===== src/rtl/sync_down_counter_if.sv =====
// Control/status bundle for the programmable down-counter/timer.
// The master drives the controls; the counter (slave) returns count and status.
interface sync_down_counter_if #(
    parameter int WIDTH = 4
);
    logic             load;
    logic [WIDTH-1:0] load_value;
    logic             start;
    logic             enable;
    logic             auto_reload;
    logic [WIDTH-1:0] count;
    logic             tc;
    logic             busy;
    logic             done;

    modport master (
        output load, load_value, start, enable, auto_reload,
        input  count, tc, busy, done
    );

    modport slave (
        input  load, load_value, start, enable, auto_reload,
        output count, tc, busy, done
    );
endinterface


===== src/rtl/sync_down_counter.sv =====
// Programmable down-counter/timer: load a reload value, count to zero on enabled
// edges, pulse tc at terminal count, then stop (one-shot) or reload (auto-reload).
module sync_down_counter #(
    parameter int WIDTH = 4
) (
    input  logic               clk,
    input  logic               reset,
    sync_down_counter_if.slave bus
);
    typedef enum logic [1:0] {
        IDLE = 2'd0,
        RUN  = 2'd1,
        DONE = 2'd2
    } state_t;

    typedef struct packed {
        state_t           st;
        logic [WIDTH-1:0] cnt;
        logic [WIDTH-1:0] rld;
        logic             tc;
    } regs_t;

    regs_t q, d;

    always_ff @(posedge clk or negedge reset) begin
        if (!reset) begin
            q.st  <= IDLE;
            q.cnt <= '0;
            q.rld <= '0;
            q.tc  <= 1'b0;
        end else begin
            q <= d;
        end
    end

    // Priority: load > start > counting. tc defaults low so it is a one-cycle pulse.
    always_comb begin
        d    = q;
        d.tc = 1'b0;
        if (bus.load) begin
            d.rld = bus.load_value;
            d.cnt = bus.load_value;
            d.st  = IDLE;
        end else if (bus.start && (q.rld != '0)) begin
            d.cnt = q.rld;
            d.st  = RUN;
        end else begin
            case (q.st)
                RUN: begin
                    if (bus.enable) begin
                        if (q.cnt > WIDTH'(1)) begin
                            d.cnt = q.cnt - WIDTH'(1);
                        end else if (q.cnt == WIDTH'(1)) begin
                            d.tc = 1'b1;
                            if (bus.auto_reload) begin
                                d.cnt = q.rld;
                            end else begin
                                d.cnt = '0;
                                d.st  = DONE;
                            end
                        end
                    end
                end
                IDLE:    d.st = IDLE;
                DONE:    d.st = DONE;
                default: d.st = IDLE;
            endcase
        end
    end

    assign bus.count = q.cnt;
    assign bus.tc    = q.tc;
    assign bus.busy  = (q.st == RUN);
    assign bus.done  = (q.st == DONE);
endmodule


===== src/flat_wrapper.sv =====
// flat-port wrapper written by rule: the top's interface ports become plain ports
module sync_down_counter_flat 
#(
    parameter int WIDTH = 4
)
  (clk, reset, bus_load, bus_load_value, bus_start, bus_enable, bus_auto_reload, bus_count, bus_tc, bus_busy, bus_done);
  sync_down_counter_if #(.WIDTH(WIDTH)) bus_i ();
  input  logic clk;
  input  logic reset;
  input wire logic [$bits(bus_i.load)-1:0] bus_load;
  input wire logic [$bits(bus_i.load_value)-1:0] bus_load_value;
  input wire logic [$bits(bus_i.start)-1:0] bus_start;
  input wire logic [$bits(bus_i.enable)-1:0] bus_enable;
  input wire logic [$bits(bus_i.auto_reload)-1:0] bus_auto_reload;
  output wire logic [$bits(bus_i.count)-1:0] bus_count;
  output wire logic [$bits(bus_i.tc)-1:0] bus_tc;
  output wire logic [$bits(bus_i.busy)-1:0] bus_busy;
  output wire logic [$bits(bus_i.done)-1:0] bus_done;
  assign bus_i.load = bus_load;
  assign bus_i.load_value = bus_load_value;
  assign bus_i.start = bus_start;
  assign bus_i.enable = bus_enable;
  assign bus_i.auto_reload = bus_auto_reload;
  assign bus_count = bus_i.count;
  assign bus_tc = bus_i.tc;
  assign bus_busy = bus_i.busy;
  assign bus_done = bus_i.done;
  sync_down_counter #(.WIDTH(WIDTH)) u_core (.clk(clk), .reset(reset), .bus(bus_i));
endmodule

===== config.mk =====
export PLATFORM = sky130hd
export DESIGN_NAME = sync_down_counter_flat
export DESIGN_NICKNAME = d
export VERILOG_FILES = /design/src/rtl/sync_down_counter_if.sv /design/src/rtl/sync_down_counter.sv /design/src/flat_wrapper.sv
export SDC_FILE = /design/constraint.sdc
export NUM_CORES = 1
export LEC_CHECK = 0
export BUFFER_PORTS_ARGS = -buffer_cell sky130_fd_sc_hd__buf_2
export CAP_MARGIN = 10
export CORE_AREA = 5 5 47 49
export CTS_CLUSTER_SIZE = 16
export DETAILED_ROUTE_END_ITERATION = 6
export DIE_AREA = 0 0 52 54
export PLACE_DENSITY = 0.66
export SETUP_SLACK_MARGIN = 0.5
export SLEW_MARGIN = 20
export SYNTH_ARGS = -nofsm -noshare
export SYNTH_HDL_FRONTEND = slang
export SYNTH_SLANG_ARGS = --single-unit

===== constraint.sdc =====
create_clock -name clk -period 4.5 [get_ports clk]
set_input_delay 0.45 -clock clk [delete_from_list [all_inputs] [get_ports clk]]
set_output_delay 0.45 -clock clk [all_outputs]
set_load 0.03 [all_outputs]

## After elaboration in Yosys (flattened, before gate mapping)

Cells that the tools add are included.

| cells by class | value |
|---|---|
| $add $sub $neg | 1 |
| magnitude comparators | 1 |
| equal/unequal tests | 7 |
| muxes and demuxes | 16 |
| reduce and logical (&&, ||, !) cells | 7 |

Operators by type and width:

| kind | number |
|---|---|
| $mux W6 | 4 |
| $mux W4 | 3 |
| $ne A4 B3 Y1 const B | 3 |
| $reduce_bool A4 Y1 | 2 |
| $mux W1 | 6 |
| $reduce_bool A3 Y1 | 2 |
| $eq A4 B1 Y1 const B | 1 |
| $gt A4 B1 Y1 const B | 1 |
| $mux W2 | 2 |
| $ne A4 B2 Y1 const B | 1 |
| $pmux W2 S2 | 1 |
| $reduce_and A4 Y1 | 1 |
| $sub A4 B1 Y4 const B | 1 |
| $reduce_and A3 Y1 | 1 |
| $eq A2 B1 Y1 const B | 1 |
| $eq A2 B2 Y1 const B | 1 |
| $logic_and A1 B1 Y1 | 1 |

| storage, ports and cells | value |
|---|---|
| register bits | 11 |
| input bits | 10 |
| output and inout bits | 7 |
| logic and storage cells | 36 |

## Depth between registers and ports, before layout

Gate-level depths: netlist of run 1.

| logic depth | value |
|---|---|
| word-level depth | 7 |
| gate-level depth with buffers | 6 |
| depth with buffers taken out | 6 |

## Worst setup path after synthesis of run 1

OpenSTA, ideal clock, no wires.

| path | value |
|---|---|
| kind | flip-flop to flip-flop |
| start | register u_core.q[10] in the netlist's numbering |
| end | register u_core.q (netlist bit u_core.bus.count[3]) |
| setup time | 0.095 ns |
| arrival | 1.529 ns |
| data required time | 4.405 ns |
| setup slack | 2.875 ns |
| cell stages (with the launch flop) | 7 |
| buffers on the path | 0 |
| period minus slack after synthesis | 1.625 ns |
| path through | dfrtp_1 > inv_1 > ha_1 > nand2_1 > a31oi_1 > a31oi_1 > o31ai_1 |

| between the ends | value |
|---|---|
| word-level cells in the longest chain between the ends | 3 |

RTL lines:

| item | line | RTL |
|---|---|---|
| from (decl) | sync_down_counter.sv:23 | `regs_t q, d;` |
| $eq A2 B1 Y1 | n/a |  |
| net bus_busy | flat_wrapper.sv:17 | `output wire logic [$bits(bus_i.busy)-1:0] bus_busy;` |
| $reduce_bool A3 Y1 (no source line) | n/a |  |
| $reduce_and A3 Y1 (no source line) | n/a |  |

The timed path passes the listed nets, and every way through them passes these cells.
A chain may end at the register's enable or synchronous reset.

## Worst setup path after layout of run 1

| path | value |
|---|---|
| start | register u_core.q (netlist bit u_core.bus.count[0]) |
| end | register u_core.q (netlist bit u_core.bus.count[3]) |

| between the ends | value |
|---|---|
| word-level cells in the longest chain between the ends | 6 |
| elaborated cells on any way between the ends | 10 |
| classes of those cells | add/sub: 1; order compare: 1; eq/ne: 1; mux: 5; reduce/logical: 2 |

RTL lines:

| item | line | RTL |
|---|---|---|
| $sub A4 B1 Y4 or $gt A4 B1 Y1 (tied branches) | sync_down_counter.sv:52, sync_down_counter.sv:51 |  |
| $mux W4 | sync_down_counter.sv:51 | `if (q.cnt > WIDTH'(1)) begin` |
| $mux W6 | sync_down_counter.sv:50 | `if (bus.enable) begin` |
| $mux W4 | sync_down_counter.sv:48 | `case (q.st)` |
| $mux W6 | sync_down_counter.sv:44 | `end else if (bus.start && (q.rld != '0)) begin` |
| $mux W6 | sync_down_counter.sv:40 | `if (bus.load) begin` |

Several ways; a longest one is shown, not always the timed one. The select of a mux whose other input is x is not followed.

==> results by group, run 1 <==
Outcome
  – Outcome: complete, no violations

Synth
  – Gate count of the mapped netlist: 74
  – Post-synthesis average cell area: 9.993 µm²
  – Number of synthesized register bits: 11
  – Ys Warns: 0
  – Post-synth design cell area: 739.5 µm²
  – Unique masters post-synth: 32
  – Sequential element share of the synthesized area: 0.3723
  – Post-Syn Nets: 88

Global route
  – First-pass GRT wire length: 2.808 mm
  – Maximum number of pins on one net before global-route repair: 13
  – Leftover overflow at the end of global routing: 0
  – Total Routing Usage GR: 0.1359
  – Number of global-route vias before repair: 633
  – Antenna violations before repair: 0

Critical path
  – Critical Path Source Type: register
  – Setup crit end kind: register
  – Critical setup path kind: register to register
  – Largest fanout of any net on the critical path: 8
  – Endpoint required time on the critical path: 4.67 ns
  – Data arrival time of the critical path: 1.94 ns
  – CP startpoint: u_core.bus.count[0]
  – Worst reg2reg startpoint: u_core.bus.count[0]

STA
  – Final worst-path setup slack: 2.728 ns
  – Portion of the clock cycle consumed by the worst path in the final layout: 0.3938
  – Number of hold violations in the final report: 0
  – Time the final worst path needs with I/O delays and setup: 1.772 ns
  – Final count of negative-setup-slack endpoints: 0
  – Unrepaired setup endpoints after global routing: false
  – Peak clock frequency supported by timing: 0.5644 GHz
  – Final Max Tran Viols: 0
  – Slew at the pin with the worst max-slew slack: 0.5160 ns
  – Max transition margin: 0.6544
  – Post-route clock skew: 0.005462 ns
  – Post-route setup TNS: 0 ns

Final layout
  – Fin nets: 104
  – Number of filler cells placed in the layout: 187
  – Layout Cell Area excl Fill: 845.8 µm²
  – Number of antenna cells inserted: 0
  – Non-filler instance count after layout: 116
  – Share of cells above drive strength 1: 0.2809
  – Area growth from synthesis to layout: 14.38%

Power and ir drop
  – LEAKAGE: 0.0003831 µW
  – Pwr Density: 321.8 nW/µm²
  – Total Power Consumption: 272.2 µW
  – Net switching power figure: 95.22 µW
  – Clock power frac: 0.247
  – Cell-internal power: 177.0 µW
  – Share of power burned in registers: 0.453
  – Combinational cell fraction of total power: 0.300
  – IR drop worst, VDD: 0.1633 mV
  – Switching share of power: 0.3498

CTS
  – Number of instances resized during post-cts repair: 0
  – Clock latency on the worst-skew pair: 0.27 ns
  – Buffer count from post-CTS setup fixing: 0
  – Post-CTS clock slew at the launch and capture registers of the worst setup and hold paths: 0.07 ns
  – Clock root buffer master: sky130_fd_sc_hd__clkbuf_4
  – Total clock sinks: 11
  – Clock buffer depth: 2
  – CTS tree: yes
  – H-tree Lvls: 1
  – Cts hold-fix bufs: 0
  – Total clock buffers created by CTS: 3

Routing
  – Final wirelength: 1.606 mm
  – Post-detailed-route via-to-cell ratio: 5.543
  – Drt drc: 0
  – Number of DRC markers in iteration 0: 14
  – Total vias in the final route: 643
  – Post-detailed-route count of antenna-violating nets: 0
  – Length of the first detailed-routing pass in iterations: 4
  – Wirelength per Cell: 13.84 µm

Placed design
  – Worst setup slack before clock tree synthesis: 2.748 ns
  – Cell area after placement: 819.5 µm²
  – Placer congestion estimate: 0.8256
  – Count of buffers from port buffering: 16
  – Detail Placement HPWL: 1.232 mm
  – DP Cell Count: 112

Worst hold path
  – Type of the most critical hold path: input port to asynchronous set/reset pin

Run
  – Max-capacitance violation count: 0

Die
  – Horizontal die dimension: 52 µm
  – Die Span Y: 54 µm
  – Number of I/O pins: 17
  – Core area: 1822 µm²
  – Starting utilization of the core area: 0.4059
  – Floorplan die area: 2808 µm²
  – Row count: 16
==> power groups by stage <==
| stage | Clock [µW] | Sequential (µW) | Combinational (µW) |
|---|---|---|---|
| after floorplan | 0 | 121 | 67.2 |
| after global placement | 0 | 125 | 81.2 |
| after detailed placement | 0 | 125 | 82.0 |
| after CTS | 70.9 | 124 | 82.2 |
| after global routing | 77.1 | 125 | 91.4 |
| final | 67.2 | 123 | 81.6 |
==> metal layers <==
layer,up-vias,part of all wire,track usage
met4,0,0,0.02620
met3,0,0.090,0.06094
met5,-,0,0
met2,31,0.49,0.2280
met1,304,0.42,0.1605
li1,308,-,-
==> synthesized netlist by cell type <==
library cell,instances,area share
sky130_fd_sc_hd__a2111oi_0,1,0.012
sky130_fd_sc_hd__a21oi_1,1,0.0068
sky130_fd_sc_hd__inv_1,7,0.036
sky130_fd_sc_hd__nor2b_1,1,0.0085
sky130_fd_sc_hd__buf_4,4,0.041
sky130_fd_sc_hd__a31oi_1,3,0.025
sky130_fd_sc_hd__o21a_1,2,0.020
sky130_fd_sc_hd__nand2b_4,1,0.019
sky130_fd_sc_hd__a211oi_1,2,0.020
sky130_fd_sc_hd__o31ai_1,2,0.020
sky130_fd_sc_hd__ha_1,4,0.068
sky130_fd_sc_hd__a221o_1,1,0.014
sky130_fd_sc_hd__and2_1,1,0.0085
sky130_fd_sc_hd__nand2b_1,1,0.0085
sky130_fd_sc_hd__o21bai_1,1,0.010
sky130_fd_sc_hd__or2_1,1,0.0085
sky130_fd_sc_hd__a311o_1,2,0.027
sky130_fd_sc_hd__nor2_1,7,0.036
sky130_fd_sc_hd__nand2_1,3,0.015
sky130_fd_sc_hd__a2bb2oi_1,2,0.024
sky130_fd_sc_hd__clkbuf_1,1,0.0051
sky130_fd_sc_hd__o22a_1,1,0.012
sky130_fd_sc_hd__nand4b_1,2,0.024
sky130_fd_sc_hd__o41ai_4,1,0.037
sky130_fd_sc_hd__nand4_1,1,0.0085
sky130_fd_sc_hd__a22o_1,1,0.012
sky130_fd_sc_hd__a22oi_1,2,0.020
sky130_fd_sc_hd__o21ai_0,2,0.014
sky130_fd_sc_hd__nor4b_1,1,0.012
sky130_fd_sc_hd__or2_4,1,0.012
sky130_fd_sc_hd__dfrtp_1,11,0.37
sky130_fd_sc_hd__mux2_2,3,0.046
==> sequential cells by signal, summed over array words and instances, names as in the netlist <==
signal / flops
u_core.q: 6
u_core.bus.tc: 1
u_core.bus.count: 4
==> metrics by stage <==
step                        util  hold WS [ns]
after global routing      0.4643       0.03737
final                     0.4643       0.03857
after CTS                 0.4643       0.04079
after floorplan                -        0.1544
after global placement    0.4499        0.3316
after detailed placement  0.4499        0.3392
==> worst paths after layout <==
| path | to | slack, ns | cells after the start |
|---|---|---|---|
| worst min-delay path | u_core.q[10] | 0.04 | 1 |
| worst min register to register | u_core.bus.count[1] | 0.59 | 1 |
| max in group asynchronous | u_core.bus.count[0] | 4.25 | 1 |
| worst max register to register | u_core.bus.count[3] | 2.73 | 5 |
| min in group clk | u_core.q[3] | 0.42 | 3 |
| worst max-delay path | u_core.bus.count[3] | 2.73 | 5 |
==> cell families after synthesis <==
kind of cell             Yosys count  synth area share
AO/OA/AOI/OAI                     24            0.2741
adder cells (fa/ha/maj)            4           0.06768
buffers and inverters             12           0.08122
flip-flops                        11            0.3722
multiplexers                       3           0.04568
AND/OR/NAND/NOR                   20            0.1591
==> worst max-delay path, cell delays in order, from the launching register on <==
cell	delay (ns)
sky130_fd_sc_hd__dfrtp_1	0.47
sky130_fd_sc_hd__ha_1	0.27
sky130_fd_sc_hd__inv_1	0.06
sky130_fd_sc_hd__a31oi_1	0.45
sky130_fd_sc_hd__a31oi_1	0.15
sky130_fd_sc_hd__o31ai_1	0.28
==> final cells by class <==
cell class / instances / area, µm² / area share
sequential: 11 / 275.3 / 0.3254
clock buffer: 4 / 26.28 / 0.03107
timing repair buffer: 16 / 80.08 / 0.09467
multi-input combinational: 51 / 404.1 / 0.4778
inverter: 7 / 26.28 / 0.03107
tap: 27 / 33.78 / 0.03994
==> cell usage in the layout (no fill, tap or decap), types with 2 or more instances in the layout <==
master / synthesis / routed
sky130_fd_sc_hd__a31oi_1: 3 / 3
sky130_fd_sc_hd__a211oi_1: 2 / 2
sky130_fd_sc_hd__nand4b_1: 2 / 2
sky130_fd_sc_hd__nor2_1: 7 / 7
sky130_fd_sc_hd__o31ai_1: 2 / 2
sky130_fd_sc_hd__o21ai_0: 2 / 2
sky130_fd_sc_hd__buf_2: 0 / 16
sky130_fd_sc_hd__a311o_1: 2 / 2
sky130_fd_sc_hd__nand2_1: 3 / 3
sky130_fd_sc_hd__mux2_2: 3 / 3
sky130_fd_sc_hd__a2bb2oi_1: 2 / 2
sky130_fd_sc_hd__clkbuf_4: 0 / 3
sky130_fd_sc_hd__dfrtp_1: 11 / 11
sky130_fd_sc_hd__o21a_1: 2 / 2
sky130_fd_sc_hd__ha_1: 4 / 4
sky130_fd_sc_hd__a22oi_1: 2 / 2
sky130_fd_sc_hd__inv_1: 7 / 7
(Power assumes the default switching activity.)
==> run 2: changes to the inputs <==
==> constraint.sdc (replaced) <==
create_clock -name clk -period 1.71 [get_ports clk]
set_input_delay 0.171 -clock clk [delete_from_list [all_inputs] [get_ports clk]]
set_output_delay 0.171 -clock clk [all_outputs]
set_load 0.03 [all_outputs]
==> run 2 against run 1 <==
Register-to-register slack lost 2.6 ns. Cell count up 13%. Critical path depth stayed put. Maximum frequency is 14% higher. Total power rose to 3.1 times the previous value. Sequential cell count is the same. Clock skew hardly changed. Die area stayed put. Worst setup slack got worse by 2.6 ns. Largest cell class unchanged. Highest routed layer is now met4.
==> results by group, run 2 (synthesized netlist as in run 1, its figures left out) <==
Final layout
  – Most flop-heavy register: u_core.q (unchanged)
  – Commonest non-fill, non-tap cell in the layout: sky130_fd_sc_hd__buf_2 (unchanged)
  – Number of antenna cells inserted: 0 (unchanged)
  – Multi-input logic area: 494.2 µm² (was 404.1 µm²)
  – Layout Cell Area excl Fill: 1085 µm² (was 845.8 µm²)
  – Max FFs per register: 6 (unchanged)
  – Area growth from synthesis to layout: 46.70% (was 14.38%)
  – Highest-count cells in the layout ignoring fill and taps: 13 x sky130_fd_sc_hd__buf_2, 11 x sky130_fd_sc_hd__buf_4, 8 x sky130_fd_sc_hd__dfrtp_1 (was 16 x sky130_fd_sc_hd__buf_2, 11 x sky130_fd_sc_hd__dfrtp_1, 7 x sky130_fd_sc_hd__inv_1, 7 x sky130_fd_sc_hd__nor2_1, 4 x sky130_fd_sc_hd__ha_1)
  – Number of filler cells placed in the layout: 164 (was 187)
  – Share of cells above drive strength 1: 0.5481 (was 0.2809)
  – Non-filler instance count after layout: 131 (was 116)
  – Fin nets: 119 (was 104)
  – Area taken by flip-flops and latches: 279.0 µm² (was 275.3 µm²)

Routing
  – Drt drc: 0 (unchanged)
  – Total vias in the final route: 699 (was 643)
  – Number of DRC markers in iteration 0: 17 (was 14)
  – Length of the first detailed-routing pass in iterations: 4 (unchanged)
  – Post-detailed-route via-to-cell ratio: 5.336 (was 5.543)
  – Final wirelength: 1.877 mm (was 1.606 mm)
  – Post-detailed-route count of antenna-violating nets: 0 (unchanged)
  – Wirelength per Cell: 14.33 µm (was 13.84 µm)

Critical path
  – Critical setup path kind: register to register (unchanged)
  – Largest fanout of any net on the critical path: 4 (was 8)
  – Levels on crit path: 5 (unchanged)
  – Path depth of the worst reg2reg path: 5 (unchanged)
  – Family of cells with the greatest summed delay on the critical path: compound AO/OA/AOI/OAI gates (unchanged)
  – Critical Path Source Type: register (unchanged)
  – Endpoint required time on the critical path: 1.87 ns (was 4.67 ns)
  – Data arrival time of the critical path: 1.72 ns (was 1.94 ns)
  – Critical path's slowest cell: sky130_fd_sc_hd__dfrtp_2 (was sky130_fd_sc_hd__dfrtp_1)
  – Worst R2R Setup Slack: 0.16 ns (was 2.73 ns)
  – Total buffers and inverters traversed by the critical path: 1 (unchanged)
  – Setup crit end kind: register (unchanged)
  – Worst reg2reg startpoint: u_core.q[1] (was u_core.bus.count[0])
  – Largest stage delay, worst path: 0.43 ns (was 0.47 ns)
  – Worst path cell trace: o41ai_4, buf_4, nand2b_4, or2_4, o22a_1 (was ha_1, inv_1, a31oi_1, a31oi_1, o31ai_1)
  – Capture instance of the worst register-to-register path: u_core.bus.count[1] (was u_core.bus.count[3])

Power and ir drop
  – Clock power frac: 0.213 (was 0.247)
  – Cell-internal power: 547.8 µW (was 177.0 µW)
  – IR drop worst, VDD: 0.4933 mV (was 0.1633 mV)
  – LEAKAGE: 0.0004641 µW (was 0.0003831 µW)
  – Switching share of power: 0.3543 (was 0.3498)
  – Combinational cell fraction of total power: 0.405 (was 0.300)
  – Net switching power figure: 300.6 µW (was 95.22 µW)
  – Pwr Density: 782.1 nW/µm² (was 321.8 nW/µm²)
  – Share of power burned in registers: 0.381 (was 0.453)

STA
  – Post-route clock skew: 0.005268 ns (was 0.005462 ns)
  – Slew at the pin with the worst max-slew slack: 0.3598 ns (was 0.5160 ns)
  – Number of hold violations in the final report: 0 (unchanged)
  – Final Max Tran Viols: 0 (unchanged)
  – Portion of the clock cycle consumed by the worst path in the final layout: 0.9088 (was 0.3938)
  – Time the final worst path needs with I/O delays and setup: 1.554 ns (was 1.772 ns)
  – Final count of negative-setup-slack endpoints: 0 (unchanged)
  – Unrepaired setup endpoints after global routing: true (was false)
  – Peak clock frequency supported by timing: 0.6435 GHz (was 0.5644 GHz)
  – Max transition margin: 0.7594 (was 0.6544)
  – Post-route setup TNS: 0 ns (unchanged)

Die
  – Core area: 1822 µm² (unchanged)
  – Horizontal die dimension: 52 µm (unchanged)
  – Row count: 16 (unchanged)
  – Floorplan die area: 2808 µm² (unchanged)
  – Die Span Y: 54 µm (unchanged)
  – Starting utilization of the core area: 0.4059 (unchanged)
  – Number of I/O pins: 17 (unchanged)

Placed design
  – Detail Placement HPWL: 1.273 mm (was 1.232 mm)
  – Count of buffers from port buffering: 16 (unchanged)
  – DP Cell Count: 115 (was 112)
  – Placer congestion estimate: 0.8713 (was 0.8256)
  – Cell area after placement: 884.6 µm² (was 819.5 µm²)

CTS
  – Post-CTS clock slew at the launch and capture registers of the worst setup and hold paths: 0.07 ns (about the same)
  – CTS tree: yes (unchanged)
  – Clock buffer depth: 2 (unchanged)
  – Clock latency on the worst-skew pair: 0.28 ns (was 0.27 ns)
  – Total clock buffers created by CTS: 3 (unchanged)
  – H-tree Lvls: 1 (unchanged)
  – Total clock sinks: 11 (unchanged)
  – Clock root buffer master: sky130_fd_sc_hd__clkbuf_4 (unchanged)

Global route
  – Maximum number of pins on one net before global-route repair: 13 (unchanged)
  – Number of global-route vias before repair: 738 (was 633)
  – First-pass GRT wire length: 3.063 mm (was 2.808 mm)
  – Leftover overflow at the end of global routing: 0 (unchanged)
  – Total Routing Usage GR: 0.1507 (was 0.1359)
  – Antenna violations before repair: 0 (unchanged)

Worst hold path
  – Capture endpoint of the worst hold path: u_core.q[3]
  – Number of cells on the worst hold path: 3
  – Type of the most critical hold path: input port to register (was input port to asynchronous set/reset pin)
  – Worst min-delay path startpoint: bus_load_value[2]

Run
  – Max-capacitance violation count: 0 (unchanged)

Outcome
  – Outcome: complete, no violations (unchanged)
==> run 2: changes by cell type in the layout (fill, tap and decap cells not counted), moves of 3 or more <==
cell                      before  now
sky130_fd_sc_hd__inv_1         7    4
sky130_fd_sc_hd__buf_4         0   11
sky130_fd_sc_hd__ha_4          0    3
sky130_fd_sc_hd__buf_2        16   13
sky130_fd_sc_hd__dfrtp_1      11    8
sky130_fd_sc_hd__dfrtp_2       0    3
sky130_fd_sc_hd__ha_1          4    0
sky130_fd_sc_hd__inv_2         0    3
sky130_fd_sc_hd__buf_6         0    6
==> run 2: metal layers <==
layer | vias up | wire [µm] | track usage
li1 | 334 | - | -
met1 | 331 | 751 | 0.1510
met2 | 32 | 967 | 0.2741
met3 | 2 | 147 | 0.06648
met4 | 0 | 11 | 0.05677
met5 | - | 0 | 0
==> run 2: how the worst max path moves through the flow <==
stage | to | from
detailed placement | u_core.bus.count[1] | u_core.q[3]
global placement | u_core.bus.count[1] | u_core.q[3]
floorplan | u_core.bus.count[1] | u_core.q[3]
finish | u_core.bus.count[1] | u_core.q[1]
global route | u_core.bus.count[1] | u_core.q[1]
CTS | u_core.bus.count[1] | u_core.q[1]
==> run 2: final cells by class <==
cell class | instances | area share
inverters | 7 | 0.02422
clock buffers | 4 | 0.02422
repair buffers | 31 | 0.2076
well taps | 27 | 0.03114
multi-input cells | 51 | 0.4556
flip-flops and latches | 11 | 0.2572
==> run 2: worst register-to-register path: stages, from the launching register on <==
cell                       delay (ns)
sky130_fd_sc_hd__dfrtp_2         0.43
sky130_fd_sc_hd__o41ai_4         0.33
sky130_fd_sc_hd__buf_4           0.19
sky130_fd_sc_hd__nand2b_4        0.07
sky130_fd_sc_hd__or2_4           0.24
sky130_fd_sc_hd__o22a_1          0.19
==> run 2: through the flow <==
step / hold WS [ns] / util / power, µW / worst slack, ns
finish: 0.1462 / 0.5955 / 848.4 / 0.1560
floorplan: -0.1246 / - / 519.1 / 0.1990
CTS: 0.1391 / 0.5707 / 825.4 / 0.1641
detailed placement: 0.05589 / 0.4856 / 586.2 / 0.05531
global placement: 0.06217 / 0.4856 / 582.8 / 0.04591
global route: 0.1424 / 0.5955 / 895.1 / 0.1161
==> run 2: timing repair <==
action,in CTS,in global routing
endpoints found under the hold margin,11,0
hold buffers,1,0
endpoints found under the setup margin,10,10
pin swaps,5,1
buffers inserted,8,3
gates resized for setup,17,6
==> run 2: power groups by stage <==
stage | Combinational, µW | Sequential (µW) | Clock (µW)
global route | 371 | 327 | 197
global placement | 257 | 325 | 0
floorplan | 196 | 323 | 0
detailed placement | 261 | 326 | 0
finish | 344 | 323 | 181
CTS | 316 | 321 | 188
